### config.mk
export PLATFORM = sky130hd
export DESIGN_NAME = branch_resolve
export DESIGN_NICKNAME = d
export VERILOG_FILES = /design/src/rtl/branch_resolve.sv
export SDC_FILE = /design/constraint.sdc
export NUM_CORES = 1
export LEC_CHECK = 0
export ABC_CLOCK_PERIOD_IN_PS = 5000
export BUFFER_PORTS_ARGS = -buffer_cell sky130_fd_sc_hd__buf_2
export CAP_MARGIN = 20
export CORE_MARGIN = 8
export CORE_UTILIZATION = 56
export DETAILED_ROUTE_END_ITERATION = 8
export GPL_TIMING_DRIVEN = 0
export PLACE_DENSITY = 0.87
export REMOVE_ABC_BUFFERS = 1
export SLEW_MARGIN = 5
export SYNTH_ARGS = -nofsm -noshare
export SYNTH_HDL_FRONTEND = slang
export SYNTH_SLANG_ARGS = --single-unit
### constraint.sdc
create_clock -name clk -period 5 [get_ports clk]
set_input_delay 0.25 -clock clk [delete_from_list [all_inputs] [get_ports clk]]
set_output_delay 0.25 -clock clk [all_outputs]
set_load 0.01 [all_outputs]
### src/rtl/branch_resolve.sv
// branch_resolve: checks branch outcomes, issues predictor updates and mispredict redirects.
// Define BRANCH_RESOLVE_STATS_EN to build the saturating branch/mispredict counters.
module branch_resolve #(
  parameter int PC_W  = 30,
  parameter int IDX_W = 6,
  parameter int CNT_W = 16
) (
  input  logic             clk,
  input  logic             rst,
  input  logic             stall,
  input  logic             ex_valid,
  input  logic [2:0]       ex_branchType,
  input  logic             ex_predictBranchAvail,
  input  logic             ex_branchCommitAtMEM,
  input  logic [IDX_W-1:0] ex_idx,
  input  logic [PC_W-1:0]  ex_NOJPC,
  input  logic [PC_W-1:0]  ex_BPC,
  input  logic             ex_branchAvail,
  input  logic             mem_branchAvail,
  output logic             hold_req,
  output logic             correct_valid,
  output logic [IDX_W-1:0] correct_idx,
  output logic             correct_taken,
  output logic [2:0]       correct_branchType,
  output logic             redirect,
  output logic [PC_W-1:0]  redirect_PC,
  output logic [CNT_W-1:0] branch_cnt,
  output logic [CNT_W-1:0] mispredict_cnt
);
  typedef enum logic [1:0] {IDLE, WAIT_MEM, SQUASH} state_t;
  state_t state, state_n;
  logic [IDX_W-1:0] p_idx;
  logic [2:0] p_type;
  logic p_pred;
  logic [PC_W-1:0] p_nojpc, p_bpc;
  logic ex_br, cap, ex_res, mem_res, res, mis, r_act, r_pred;
  logic [IDX_W-1:0] r_idx;
  logic [2:0] r_type;
  logic [PC_W-1:0] r_nojpc, r_bpc;

  assign ex_br   = ex_valid && |ex_branchType && !stall;
  assign cap     = state == IDLE && ex_br && ex_branchCommitAtMEM;
  assign ex_res  = state == IDLE && ex_br && !ex_branchCommitAtMEM;
  assign mem_res = state == WAIT_MEM && !stall;
  assign res     = ex_res || mem_res;
  assign r_idx   = mem_res ? p_idx : ex_idx;
  assign r_type  = mem_res ? p_type : ex_branchType;
  assign r_pred  = mem_res ? p_pred : ex_predictBranchAvail;
  assign r_act   = mem_res ? mem_branchAvail : ex_branchAvail;
  assign r_nojpc = mem_res ? p_nojpc : ex_NOJPC;
  assign r_bpc   = mem_res ? p_bpc : ex_BPC;
  assign mis     = res && r_act != r_pred;
  // Keeps a second branch out of EX while the single pending slot is occupied.
  assign hold_req = rst && state == WAIT_MEM && ex_valid && |ex_branchType;

  always_comb begin
    state_n = res ? (mis ? SQUASH : IDLE) : cap ? WAIT_MEM : state == SQUASH ? IDLE : state;
  end

  always_ff @(posedge clk) begin
    if (!rst) state <= IDLE;
    else state <= state_n;
  end

  always_ff @(posedge clk) begin
    if (!rst) begin
      correct_valid      <= 1'b0;
      redirect           <= 1'b0;
      correct_idx        <= '0;
      correct_taken      <= 1'b0;
      correct_branchType <= '0;
      redirect_PC        <= '0;
    end else begin
      correct_valid <= res;
      redirect      <= mis;
      if (res) begin
        correct_idx        <= r_idx;
        correct_taken      <= r_act;
        correct_branchType <= r_type;
      end
      if (mis) redirect_PC <= r_act ? r_bpc : r_nojpc;
    end
  end

  always_ff @(posedge clk) begin
    if (cap) begin
      p_idx   <= ex_idx;
      p_type  <= ex_branchType;
      p_pred  <= ex_predictBranchAvail;
      p_nojpc <= ex_NOJPC;
      p_bpc   <= ex_BPC;
    end
  end

`ifdef BRANCH_RESOLVE_STATS_EN
  always_ff @(posedge clk) begin
    if (!rst) begin
      branch_cnt     <= '0;
      mispredict_cnt <= '0;
    end else begin
      if (res && !(&branch_cnt)) branch_cnt <= branch_cnt + 1'b1;
      if (mis && !(&mispredict_cnt)) mispredict_cnt <= mispredict_cnt + 1'b1;
    end
  end
`else
  assign branch_cnt     = '0;
  assign mispredict_cnt = '0;
`endif
endmodule

# Word level (Yosys, flattened, before mapping)
# Cells that the tools add are included.
[totals] ff_bits=114 inputBits=77 out_inout_bits=75
[op_classes] eq_ne=3 mux=11 reduce_logical=16
[op_table] cell="30-bit 2-to-1 mux" count=3
[op_table] cell="1-bit logical AND" count=10
[op_table] cell="2-bit 2-to-1 mux" count=4
[op_table] cell="6-bit 2-to-1 mux" count=1
[op_table] cell="3-bit 2-to-1 mux" count=1
[op_table] cell="3-bit nonzero test" count=1
[op_table] cell="3-bit OR reduction" count=1
[op_table] cell="2-bit by 1-bit == test with 1-bit output, second input constant" count=1
[op_table] cell="2-bit == test, second input constant" count=1
[op_table] cell="1-bit zero test" count=2
[op_table] cell="2-bit zero test" count=1
[op_table] cell="1-bit 2-to-1 mux" count=2
[op_table] cell="1-bit logical OR" count=1
[op_table] cell="1-bit inequality test" count=1

# Depth between registers and ports, before layout
# Gate-level depths: netlist (run 1).
[depth] depth_word=9 mapped_depth=6 ltp_nobuf=4

# Least setup slack after synthesis (run 1)
# No wires, ideal clock.
[synth_path] kind="reg-to-reg" startpoint="register state[1]" endpoint="register p_bpc[0] (enable)" setup_time_ns=0.436 arrival_ns=2.387 setup_slack_ns=2.177 stages_incl_launch_ff=3 path_buffers=0 period_less_slack_ns=2.823 path_cell_list="dfxtp_1 > nor4b_2 > and3_1"
[synth_between] elab_chain_cells=3
[synth_rtl] item="start, declared" line="31" rtl="state_t state, state_n;"
[synth_rtl] item="start signal, assigned" line="62" rtl="else state <= state_n;"
[synth_rtl] item="2-bit zero test" line="42" rtl="assign cap = state == IDLE && ex_br && ex_branchCommitAtMEM;"
[synth_rtl] item="1-bit logical AND (2 in a row)" line="42"
[synth_rtl] item="net cap" line="36" rtl="logic ex_br, cap, ex_res, mem_res, res, mis, r_act, r_pred;"
[synth_rtl] item="end signal, assigned" line="91" rtl="p_bpc <= ex_BPC;"
[synth_rtl] item="end, declared" line="35" rtl="logic [PC_W-1:0] p_nojpc, p_bpc;"
# The timed path passes the listed nets, and every way through them passes these cells.
# A chain may end at the register's enable or synchronous reset.

# Worst setup path after layout (run 1)
[layout_path] startpoint="register state[1]" endpoint="register redirect_PC[11]"
[layout_between] elab_chain_cells=5
[layout_rtl] item="2-bit by 1-bit == test with 1-bit output or 2-bit zero test (tied branches)" line="44, 43"
[layout_rtl] item="1-bit logical AND, on equally long branches" line="44, 43"
[layout_rtl] item="1-bit 2-to-1 mux, or another cell as far along" line="49" rtl="assign r_act = mem_res ? mem_branchAvail : ex_branchAvail;"
[layout_rtl] item="1-bit inequality test or 1-bit logical OR (tied branches)" line="52, 45"
[layout_rtl] item="1-bit logical AND" line="52" rtl="assign mis = res && r_act != r_pred;"
[layout_rtl] item="end signal, assigned" line="81" rtl="if (mis) redirect_PC <= r_act ? r_bpc : r_nojpc;"
[layout_rtl] item="end, declared" line="26" rtl="output logic [PC_W-1:0] redirect_PC,"
# Parallel ways exist; a longest one is shown, timed or not.

==> results.md, run 1 <==
* Status: finished, final reports clean
* Crit path arrival time at 2.91 ns
* Avg Cell Area, Syn at 12.20 sq um
* CTS tree: built
* First-pass GRT wire length at 22.65 mm
* Crit share post-route at 0.4978
* CP startpoint kind: register
* Hold WC Path Type: in2reg
* Initial Util at 0.5805
* Number of max-cap violations at 0
* Layout area overhead at 36.45%
* Fin Setup TNS at 0 ns
* H-tree depth at 4
* Normalized max-slew margin at 0.3322
* TritonRoute pass-1 iters at 4
* Post-CTS Resized at 0
* Routability Congestion at 0.6692
* Pwr Total at 0.002492 W
* WL final at 14.19 mm
* CP Class: reg2reg
* Grt ovf at 0
* Post-Syn Area at 5087 sq um
* Worst hold slack at 0.07339 ns
* CP endpoint kind: register
* Port Buffers at 119
* Leakage at 2.801 nW
* Peak VDD IR at 0.2247 mV
* Pre-CTS setup slack at 2.117 ns
* Clock power share at 0.474
* Yosys synthesis warning count at 0
* Hold Buf Count CTS at 70
* 1st-iter DRT viols at 170
* WL/cell at 19.73 um
* Critical path peak fanout at 32
* Clk root buf: clkbuf_8
* Sequential standard cell area at 2983 sq um
* Vias per cell at 5.573
* Synth cell types at 33
* Synth Instances at 417
* Worst-case clock buffer depth at 2
* Antenna violations before repair at 0
* Worst path required time at 5.42 ns
* Worst skew pair latency at 0.50 ns
* Via total after detailed routing at 4,007
* Non-filler cells, final at 719
* Global-route total usage across every layer at 0.2254
* Clock Skew at 0.01082 ns
* Area occupied by multi-input gates at 1817 sq um
* Post-route minimum period at 2.489 ns
* Fillers at 509
* Net Sw Frac at 0.2225
* Final Hold Vio Count at 0
* Area share of the largest cell type after synthesis at 0.4132
* Flops & latches, synth at 114
* Cell-internal power at 0.001937 W
* # DRC at 0
* Synth area leader: edfxtp_1
* Post-DP HPWL at 7.956 mm
* Layout cells sized above 1 at 0.3175
* Worst-Margin Slew at 1.002 ns
* Max-slew violations at 0
* P_sw at 0.0005546 W
* Count of endpoints failing setup in the final report at 0
* Site row count at 34
* Seq pwr share at 0.421
* RSZ-0062 raised after global routing: no
* Antenna diodes at 0
* Cts bufs inserted at 17
* Die Area at 12,390 sq um
* Slack of the critical path at 2.511 ns
* Nets@finish at 675
* Area contributors post-synth: edfxtp_1, dfxtp_1, mux2i_1
* Post-CTS Setup Bufs at 0
* Ports at 152
* Dpl cells at 616
* Largest net degree at the start of global routing at 64
* Antenna Nets Post-Route at 0
* Seq/Total Area, Yosys at 0.5863
* Die W at 111.3 um
* Vias in the first global route at 4,344
* Combinational Power Share at 0.105
* Max frequency at 401.8 MHz
* Flop-to-flop setup slack at 2.51 ns
* Clk sinks at 114
* Core Region at 8763 sq um
* PD cells at 359.0 nW/um^2
* Die height at 111.3 um
* Clock-pin slew on the worst setup and hold paths at 0.05 ns
## sequential cells by signal, indices dropped and copies added, names as in the netlist
signal / flops
redirect_PC: 30
redirect: 1
p_nojpc: 30
correct_branchType: 3
correct_idx: 6
correct_valid: 1
state: 2
p_pred: 1
p_idx: 6
p_type: 3
correct_taken: 1
p_bpc: 30
## synth_stat cells (all sizes together)
cell	n
nand4	30
xor2	2
mux2	30
and3	1
nand4b	1
nor2	1
nand3	1
nand2b	1
a311oi	1
o221a	1
o211ai	31
nor2b	1
dfxtp	44
nor4	1
clkbuf	20
a21oi	1
nor4b	1
inv	3
and2	2
conb	1
nor3b	2
nand2	43
mux2i	40
o21ai	40
buf	46
edfxtp	70
a21boi	1
or3	1
## placed cells by master, fill, tap and decap left out, types with 30 or more instances in the layout
cell and count:
nand4_1 30, o21ai_1 32, mux2i_1 40, nand2_1 43, buf_2 119, o211ai_1 30, dlygate4sd3_1 70, dfxtp_1 44
conb_1 32, edfxtp_1 70, mux2_2 30
## routing by layer
| layer | wire, um | global-route usage |
|---|---|---|
| met1 | 5348 | 0.2383 |
| met2 | 7496 | 0.3994 |
| met3 | 1003 | 0.07468 |
| met4 | 340 | 0.09867 |
| met5 | 0 | 0 |
## critical path, stage by stage (launching register included)
cell and delay (ns):
dfxtp_1 0.37, nor4b_2 0.41, nand4b_2 0.81, and2_4 0.63
o21ai_1 0.19
## metrics by stage
step | instance area (sq um) | utilization
floorplan | 4795 | -
global placement | 5525 | 0.6305
detailed placement | 5629 | 0.6423
CTS | 6914 | 0.7890
global route | 6942 | 0.7921
finish | 6942 | 0.7921
## cells by family after synthesis
family / Yosys count / synth area share
compound gates: 75 / 0.09247
simple gates: 86 / 0.08928
other cells: 1 / 0.0007371
xor+xnor: 2 / 0.003444
buf+inv: 69 / 0.08263
flops: 114 / 0.5863
mux: 70 / 0.1451
## final cells by class
type | count | area share
flip-flops and latches | 114 | 0.4297
inverters | 3 | 0.001622
clock buffers | 21 | 0.06471
clock inverters | 11 | 0.01947
repair buffers | 197 | 0.2033
well taps | 108 | 0.01947
multi-input cells | 265 | 0.2617
## power groups by stage
| stage | clock network [W] | registers (W) | logic [W] |
|---|---|---|---|
| 4_1_cts | 0.00119 | 0.00105 | 0.000251 |
| 3_3_place_gp | 0 | 0.00107 | 0.000197 |
| 6_report | 0.00118 | 0.00105 | 0.000262 |
| 3_5_place_dp | 0 | 0.00107 | 0.000206 |
| 5_1_grt | 0.00124 | 0.00105 | 0.000283 |
| 2_1_floorplan | 0 | 0.00107 | 0.000100 |
## path summary, 6_finish.rpt
| check | start | cells after the start | endpoint |
|---|---|---|---|
| min reg2reg | redirect_PC[22] | 2 | redirect_PC[22] |
| min | ex_valid | 3 | state[0] |
| max | state[1] | 4 | redirect_PC[11] |
| max reg2reg | state[1] | 4 | redirect_PC[11] |
Note: power is estimated with default switching activity, not from simulation.
==> inputs of run 2 (changes only) <==
--- a/config.mk
+++ b/config.mk
@@ -5,14 +5,14 @@
 export SDC_FILE = /design/constraint.sdc
 export NUM_CORES = 1
 export LEC_CHECK = 0
-export ABC_CLOCK_PERIOD_IN_PS = 5000
+export ABC_CLOCK_PERIOD_IN_PS = 2200
 export BUFFER_PORTS_ARGS = -buffer_cell sky130_fd_sc_hd__buf_2
 export CAP_MARGIN = 20
 export CORE_MARGIN = 8
-export CORE_UTILIZATION = 56
+export CORE_UTILIZATION = 47
 export DETAILED_ROUTE_END_ITERATION = 8
 export GPL_TIMING_DRIVEN = 0
-export PLACE_DENSITY = 0.87
+export PLACE_DENSITY = 0.78
 export REMOVE_ABC_BUFFERS = 1
 export SLEW_MARGIN = 5
 export SYNTH_ARGS = -nofsm -noshare
==> constraint.sdc (replaced) <==
create_clock -name clk -period 2.2 [get_ports clk]
set_input_delay 0.11 -clock clk [delete_from_list [all_inputs] [get_ports clk]]
set_output_delay 0.11 -clock clk [all_outputs]
set_load 0.01 [all_outputs]
==> run 2 against run 1 <==
Against the previous run:
- combinational power increased by 130%
- sequential share of layout area decreased by 1.1 points
- via count decreased by 1.3%
- total power increased by 140%
==> results.md, run 2 (same netlist as run 1, synthesis figures left out) <==
* Final Hold Vio Count at 0 (unchanged)
* Largest net degree at the start of global routing at 64 (unchanged)
* Max frequency at 479.1 MHz (+19%)
* Antenna Nets Post-Route at 0 (unchanged)
* Antenna violations before repair at 0 (unchanged)
* Crit share post-route at 0.9487 (+0.4510)
* Post-DP HPWL at 8.028 mm (+0.90%)
* Fin Setup TNS at 0 ns (unchanged)
* Met1 Use GR at 0.2095 (-0.02878)
* Seq pwr share at 0.404 (-0.017)
* Clk root buf: clkbuf_8
* Core Region at 10,700 sq um (+22%)
* Crit path cell chain: nor4b_4, and3_4, buf_16
* 1st-iter DRT viols at 234 (+38%)
* Hold WC Path Type: in2reg
* Slowest stage delay, CP at 0.53 ns (-0.28 ns)
* GR peak layer: met2
* Clk sinks at 114 (unchanged)
* Worst skew pair latency at 0.52 ns (+0.02 ns)
* Critical path peak fanout at 48 (+50%)
* Nets@finish at 680 (+0.74%)
* CP Class: reg2reg
* Number of max-cap violations at 0 (unchanged)
* Area occupied by multi-input gates at 1867 sq um (+2.8%)
* Max-slew violations at 0 (unchanged)
* Antenna diodes at 0 (unchanged)
* Normalized max-slew margin at 0.2759 (-0.05636)
* Count of endpoints failing setup in the final report at 0 (unchanged)
* Layout area overhead at 40.11%
* Via total after detailed routing at 3,955 (-1.3%)
* Clock Skew at 0.01062 ns (-0.0001975 ns)
* Most common cell after layout, fill and taps aside: buf_2
* Clock-pin slew on the worst setup and hold paths at 0.06 ns (about the same)
* Worst-Margin Slew at 1.086 ns (+0.08453 ns)
* Routability Congestion at 0.7344 (+9.7%)
* Most frequent cells in the layout: buf_2, dlygate4sd3_1, edfxtp_1
* # DRC at 0 (unchanged)
* Final core utilization at 0.6663 (-0.1258)
* Crit path arrival time at 2.28 ns (-0.63 ns)
* P_sw at 0.001328 W (+140%)
* Pre-CTS setup slack at -0.7507 ns (-2.868 ns)
* Vias per cell at 5.231 (-6.1%)
* Post-route minimum period at 2.087 ns (-0.4016 ns)
* Initial Util at 0.4756 (-0.1050)
* Slack of the critical path at 0.1128 ns (-2.398 ns)
* Cell-internal power at 0.004574 W (+140%)
* Met2 Use GR at 0.3290 (-0.07042)
* Die height at 120.0 um (+7.8%)
* Site row count at 38 (+12%)
* Fillers at 777 (+53%)
* Port Buffers at 119 (unchanged)
* WL/cell at 18.61 um (-5.7%)
* Regs by FF count: p_bpc: 30 flops, p_nojpc: 30 flops, redirect_PC: 30 flops
* Worst path required time at 2.39 ns (-3.03 ns)
* Die W at 120.0 um (+7.8%)
* Worst path slowest cell: nor4b_4
* Clock power share at 0.494 (+0.020)
* Vias in the first global route at 4,288 (-1.3%)
* CTS tree: built
* Ports at 152 (unchanged)
* WL final at 14.07 mm (-0.85%)
* CP startpoint kind: register
* First-pass GRT wire length at 21.91 mm (-3.3%)
* Combinational Power Share at 0.103 (-0.002)
* Grt ovf at 0 (unchanged)
* CP endpoint kind: register
* Status: finished, final reports clean
* WP buf/inv at 1 (+1)
* TritonRoute pass-1 iters at 5 (+1)
* H-tree depth at 4 (unchanged)
* Die Area at 14,410 sq um (+16%)
* Worst-case clock buffer depth at 2 (unchanged)
* Layout cells sized above 1 at 0.3295 (+0.01203)
* Global-route total usage across every layer at 0.1913 (-0.03412)
* Sequential standard cell area at 2983 sq um (unchanged)
* Peak VDD IR at 0.4882 mV (+120%)
* RSZ-0062 raised after global routing: no
* PD cells at 827.9 nW/um^2 (+130%)
* Grt met3 use at 0.06576 (-0.008917)
* Cts bufs inserted at 17 (unchanged)
* Net Sw Frac at 0.2250 (+0.002510)
* Top delay family on crit path: simple AND/OR/NAND/NOR gates
* Leakage at 2.856 nW (+2.0%)
## run 2: power by group through the flow
stage / Sequential [W] / Combinational [W] / Clock [W]
2_1_floorplan: 0.00244 / 0.000228 / 0
3_3_place_gp: 0.00242 / 0.000453 / 0
3_5_place_dp: 0.00242 / 0.000475 / 0
4_1_cts: 0.00238 / 0.000581 / 0.00296
5_1_grt: 0.00239 / 0.000660 / 0.00306
6_report: 0.00238 / 0.000606 / 0.00291
## run 2: worst reg2reg max path: cells and delay by family, from the launching register on
kind	cells	cell delay, ns
flip-flops	1	0.40
buffers and inverters	1	0.30
AND/OR/NAND/NOR	2	1.04
## run 2: final timing paths
| check | from | endpoint | slack, ns | cells past startpoint |
|---|---|---|---|---|
| setup / recovery | state[1] | p_nojpc[26] | 0.11 | 3 |
| hold / removal | stall | state[0] | 0.08 | 4 |
| setup reg to reg | state[1] | p_nojpc[26] | 0.11 | 3 |
| hold reg to reg | correct_branchType[1] | correct_branchType[1] | 0.45 | 2 |
## run 2: layer usage
metal	part of all wire	up-vias	wire length, um
met5	0	-	0
met4	0.015	0	216
met3	0.074	17	1043
met2	0.52	157	7309
met1	0.39	1902	5498
li1	-	1879	-
## run 2: per-stage QoR
step | instance area [sq um] | hold slack (ns) | power, W | instances
after detailed placement | 5684 | 0.3010 | 0.002899 | 649
after CTS | 7062 | 0.02085 | 0.005918 | 754
after global placement | 5565 | 0.2984 | 0.002877 | 641
after global routing | 7128 | 0.09928 | 0.006111 | 756
final | 7128 | 0.08185 | 0.005902 | 756
after floorplan | 4795 | 0.2089 | 0.002667 | 382
## run 2: what timing repair did
action / 4_1_cts / 5_1_grt
endpoints found under the setup margin: 40 / 36
hold buffers: 71 / 0
gates resized for setup: 3 / 3
pin swaps: 0 / 1
buffers inserted: 2 / 0
endpoints found under the hold margin: 80 / 0
gates cloned: 0 / 1
## run 2: cell type report
| type | instances | area share |
|---|---|---|
| clock inverters | 13 | 0.02545 |
| flip-flops and latches | 114 | 0.4185 |
| well taps | 140 | 0.02457 |
| clock buffers | 19 | 0.06354 |
| repair buffers | 201 | 0.2045 |
| multi-input cells | 266 | 0.2619 |
| inverters | 3 | 0.001580 |
